`src/rtl/oled_pkg.sv`:
```
// Shared definitions for the Pmod OLEDrgb SPI transmit path: FSM states
// and default geometry of the serial link.
package oled_pkg;

   localparam int OLED_CLK_DIV = 16;
   localparam int OLED_WORD_W  = 16;

   typedef enum logic [2:0] {
      IDLE,
      SETUP,
      SHIFT_LO,
      SHIFT_HI,
      HOLD
   } spi_state_t;

endpackage

```
`src/rtl/spi_half_tick.sv`:
```
// Half-SCLK-period timer: counts 0..HALF-1, wraps, and flags the final
// count so the serializer can advance its phase on the following edge.
module spi_half_tick #(
   parameter int HALF = 8
) (
   input  logic clk,
   input  logic rst_n,
   input  logic clr,
   output logic tick
);

   localparam int CW = (HALF > 1) ? $clog2(HALF) : 1;
   localparam logic [CW-1:0] LAST = CW'(HALF - 1);

   logic [CW-1:0] cnt;

   always_ff @(posedge clk or negedge rst_n) begin
      if (!rst_n) begin
         cnt <= '0;
      end else if (clr || (cnt == LAST)) begin
         cnt <= '0;
      end else begin
         cnt <= cnt + 1'b1;
      end
   end

   assign tick = (cnt == LAST);

endmodule

```
`src/rtl/oled_spi_serializer.sv`:
```
// SPI mode-3 transmit engine for the OLED panel: accepts one word per
// valid/ready handshake and shifts it out MSB-first with CS and D/C.
module oled_spi_serializer
   import oled_pkg::*;
#(
   parameter int CLK_DIV = OLED_CLK_DIV,
   parameter int WORD_W  = OLED_WORD_W
) (
   input  logic              basys_clk,
   input  logic              reset_n,
   input  logic [WORD_W-1:0] tx_data,
   input  logic              tx_dc,
   input  logic              tx_last,
   input  logic              tx_valid,
   output logic              tx_ready,
   output logic              spi_sclk,
   output logic              spi_mosi,
   output logic              spi_cs_n,
   output logic              spi_dc,
   output logic              busy,
   output logic              word_done
);

   localparam int HALF  = CLK_DIV / 2;
   localparam int BIT_W = $clog2(WORD_W) + 1;
   localparam logic [BIT_W-1:0] BITS_ALL = BIT_W'(WORD_W);

   spi_state_t        state, state_nxt;
   logic [BIT_W-1:0]  bit_cnt;
   logic [WORD_W-2:0] shreg;
   logic              last_q;
   logic              tick, tick_clr;
   logic              load, shift, bit_inc;
   logic              sclk_nxt, cs_nxt, mosi_nxt, dc_nxt, done_nxt;

   spi_half_tick #(.HALF(HALF)) u_half_tick (
      .clk   (basys_clk),
      .rst_n (reset_n),
      .clr   (tick_clr),
      .tick  (tick)
   );

   always_comb begin
      state_nxt = state;
      sclk_nxt  = spi_sclk;
      cs_nxt    = spi_cs_n;
      mosi_nxt  = spi_mosi;
      dc_nxt    = spi_dc;
      done_nxt  = 1'b0;
      load      = 1'b0;
      shift     = 1'b0;
      bit_inc   = 1'b0;
      case (state)
         IDLE: begin
            if (tx_valid && tx_ready) begin
               state_nxt = SETUP;
               load      = 1'b1;
               cs_nxt    = 1'b0;
               dc_nxt    = tx_dc;
               mosi_nxt  = tx_data[WORD_W-1];
               sclk_nxt  = 1'b1;
            end
         end
         SETUP: begin
            // MSB is already on the line, so this falling edge leaves MOSI alone.
            if (tick) begin
               state_nxt = SHIFT_LO;
               sclk_nxt  = 1'b0;
            end
         end
         SHIFT_LO: begin
            if (tick) begin
               state_nxt = SHIFT_HI;
               sclk_nxt  = 1'b1;
               bit_inc   = 1'b1;
            end
         end
         SHIFT_HI: begin
            if (tick) begin
               if (bit_cnt < BITS_ALL) begin
                  state_nxt = SHIFT_LO;
                  sclk_nxt  = 1'b0;
                  mosi_nxt  = shreg[WORD_W-2];
                  shift     = 1'b1;
               end else if (last_q) begin
                  state_nxt = HOLD;
               end else begin
                  // CS stays asserted so the next word continues the burst.
                  state_nxt = IDLE;
                  done_nxt  = 1'b1;
               end
            end
         end
         HOLD: begin
            if (tick) begin
               state_nxt = IDLE;
               cs_nxt    = 1'b1;
               done_nxt  = 1'b1;
            end
         end
         default: state_nxt = IDLE;
      endcase
      tick_clr = load || (state_nxt != state);
   end

   always_ff @(posedge basys_clk or negedge reset_n) begin
      if (!reset_n) begin
         state     <= IDLE;
         spi_sclk  <= 1'b1;
         spi_cs_n  <= 1'b1;
         spi_mosi  <= 1'b0;
         spi_dc    <= 1'b0;
         word_done <= 1'b0;
         busy      <= 1'b0;
         tx_ready  <= 1'b1;
         bit_cnt   <= '0;
         last_q    <= 1'b0;
      end else begin
         state     <= state_nxt;
         spi_sclk  <= sclk_nxt;
         spi_cs_n  <= cs_nxt;
         spi_mosi  <= mosi_nxt;
         spi_dc    <= dc_nxt;
         word_done <= done_nxt;
         busy      <= (state_nxt != IDLE);
         tx_ready  <= (state_nxt == IDLE);
         if (load) begin
            bit_cnt <= '0;
            last_q  <= tx_last;
         end else if (bit_inc) begin
            bit_cnt <= bit_cnt + 1'b1;
         end
      end
   end

   // Remaining bits of the word, next one at the top.
   always_ff @(posedge basys_clk) begin
      if (load) begin
         shreg <= tx_data[WORD_W-2:0];
      end else if (shift) begin
         shreg <= {shreg[WORD_W-3:0], 1'b0};
      end
   end

endmodule

```
`config.mk`:
```
export PLATFORM = sky130hd
export DESIGN_NAME = oled_spi_serializer
export DESIGN_NICKNAME = d
export VERILOG_FILES = /design/src/rtl/oled_pkg.sv /design/src/rtl/spi_half_tick.sv /design/src/rtl/oled_spi_serializer.sv
export SDC_FILE = /design/constraint.sdc
export NUM_CORES = 1
export LEC_CHECK = 0
export BUFFER_PORTS_ARGS = -buffer_cell sky130_fd_sc_hd__buf_2
export CORE_UTILIZATION = 30
export CTS_BUF_LIST = sky130_fd_sc_hd__clkbuf_8 sky130_fd_sc_hd__clkbuf_16
export CTS_CLUSTER_SIZE = 40
export DETAILED_ROUTE_END_ITERATION = 8
export SLEW_MARGIN = 20
export SYNTH_ARGS = -nofsm -noshare
export SYNTH_HDL_FRONTEND = slang
export SYNTH_SLANG_ARGS = --single-unit
```
`constraint.sdc`:
```
create_clock -name basys_clk -period 3.6 [get_ports basys_clk]
set_input_delay 0.54 -clock basys_clk [delete_from_list [all_inputs] [get_ports basys_clk]]
set_output_delay 0.54 -clock basys_clk [all_outputs]
set_load 0.03 [all_outputs]
```
==> results.ini <==
[critical_path]
arrival_ps=1870
r2r-end=shreg[10]
r2r_cells=5
cp_num_buf_inv=2
cp_common_cell=buf_4
worst-r2r-setup-slack_ps=1710
crit_type=reg -> reg
end_kind=flip-flop
timing.rr.start=state[1]
slowest_stage=dfrtp_1
critPathTopFamily=flip-flops
crit_path_start_kind=flip-flop
crit_cells=5
crit_chain=nor2_1, nand4_1, buf_4, o21ai_1, buf_4
crit_fanout=20
critical_path_required_ps=3580
max_stage_delay_ps=550

[logic_synthesis]
synth_flop_cell=dfrtp_1
syn_nets=177
syn_inst=152
synthArstFlopShare_pct=55.88
ys_types=36
synth_edf_count=15
mappedNetlistArea_mm2=0.001575
ys_seq_area_share_pct=59.02
avgSynthCellArea_um2=10.36
synth_warnings=0
ys_ff_latch=34

[clock_network]
cts_sinks=34
cts_buffers=5
worst_skew_pair.late_latency_ps=290
h-tree-depth=2
clockBufferDepth=2
post_cts_buffers=0
cts-root-buf=clkbuf_8
cts_hold_buf=0
path_clk_slew_ps=70
cts_tree=done
cts_resized=0

[outcome]
status=completed

[grt]
antenna_found_initial=0
grt_max_degree=22
grt_pass1_vias=1072
grt_remaining_overflow=0
grt_first_pass_wirelength_mm=5.133
grt_usage_pct=12.87

[floorplanning]
rows=26
initial_utilization_pct=31.04
die_h_um=74.46
core_mm2=0.005075
design.die.area_mm2=0.005544
die_width_um=74.46
pin_count=28

[routing]
vias_per_cell=4.403
drc_errors=0
wl_per_cell_um=12.09
via_count=1114
dr.pass1.iters=4
ant_nets=0
dr.first_iter.drc_count=41
wl_mm=3.059

[timing]
tightest_slew_ps=468.8
final.min_clock_period_ps=1895
fin_tns_setup_ps=0
rsz0062_at_grt=false
setup_violations=0
hold_viol_final=0
fin_crit_sh_pct=52.64
fin_worst_skew_ps=7.885
fmax_ghz=0.5277
slew_viol_final=0
whs_ps=181.0
timing.final.ws_setup_ps=1705
slew_headroom_pct=68.75

[place]
dp_slack_ps=1745
placed_cell_area_mm2=0.001785
gp_congestion=0.8477
port_buffers=27
dp_hpwl_mm=2.160

[pwr]
vdd.ir_drop.worst_mv=0.2919
pwr_density_cell_mw_per_mm2=656.2
leakagePower_nw=0.8249

[cells_and_area]
diodes=0
design_area_mm2=0.001867
final_layout_size_suffix_gt1_share_pct=25.14
area_delta_synth_final_pct=18.51
final_net_count=207

[min_path]
hp-class=in -> async

[flow_run]
max_cap_violations=0

## state kept, by name, indices dropped and copies added (netlist names)
name,flops
state,3
last_q,1
spi_mosi,1
spi_dc,1
bit_cnt,5
u_half_tick.cnt,3
word_done,1
tx_ready,1
spi_sclk,1
busy,1
shreg,15
spi_cs_n,1
## synth_stat cells, drive strengths merged, types with 2 or more instances
cell / n / area (µm²)
edfxtp: 15 / 450.4
and2: 3 / 18.77
dfrtp: 16 / 400.4
a21boi: 2 / 15.01
nor2: 5 / 23.77
dfstp: 3 / 78.83
o22ai: 2 / 12.51
xor2: 3 / 26.28
buf: 7 / 43.79
o21ai: 4 / 20.01
nand3: 8 / 45.04
ha: 4 / 50.05
nand2: 56 / 210.2
nand2b: 2 / 12.51
a21oi: 4 / 20.02
nand4: 3 / 18.77
## cells in the final DEF, fill, tap and decap left out, types with 2 or more instances in the layout
cell	count
a21boi_1	2
a21oi_1	4
and2_1	3
buf_2	27
buf_4	3
clkbuf_8	5
dfrtp_1	16
dfstp_2	3
edfxtp_1	15
ha_1	4
nand2_1	56
nand2b_1	2
nand3_1	7
nand4_1	3
nor2_1	3
nor2_2	2
o21ai_0	3
o22ai_1	2
xor2_1	3
## kinds of logic after synthesis
family	after synthesis	synth area share [%]
AND/OR/NAND/NOR	85	25.18
AO/OA/AOI/OAI	17	7.307
XOR/XNOR	3	1.668
flip-flops	34	59.01
adder cells (fa/ha/maj)	4	3.177
buffers and inverters	8	3.018
multiplexers	1	0.6355
## metal layers
metal | track usage (%) | up-vias | part of all wire [%]
li1 | - | 578 | -
met1 | 16.82 | 505 | 50
met2 | 19.02 | 26 | 42
met3 | 4.065 | 5 | 5.3
met4 | 6.918 | 0 | 2.3
met5 | 0 | - | 0
## cell type report
cell class	count	area, µm²
clock buffer	5	68.82
clock inverter	3	12.51
fill	532	3208
inverter	1	3.754
multi-input combinational	110	606.8
sequential	34	929.6
tap	70	87.58
timing repair buffer	30	157.7
## power by group
group | internal, W | switching, W
logic | 0.000142 | 0.000200
registers | 0.000521 | 0.0000983
clock network | 0.000130 | 0.000133
total | 0.000794 | 0.000431
## worst max path at each step
stage / startpoint / end
2_1_floorplan: state[0] / shreg[0]
5_1_grt: state[1] / shreg[4]
6_report: state[1] / shreg[10]
3_3_place_gp: tx_valid / u_half_tick.cnt[0]
4_1_cts: state[1] / shreg[8]
3_5_place_dp: state[1] / shreg[3]
## stage by stage
stage	total power, W	instances	util (%)
final	0.001225	253	36.79
after floorplan	0.0008800	152	-
after global placement	0.0009618	245	35.18
after global routing	0.001307	253	36.79
after detailed placement	0.0009739	245	35.18
after CTS	0.001236	253	36.79
No activity file was read; power rests on OpenSTA's default activity.
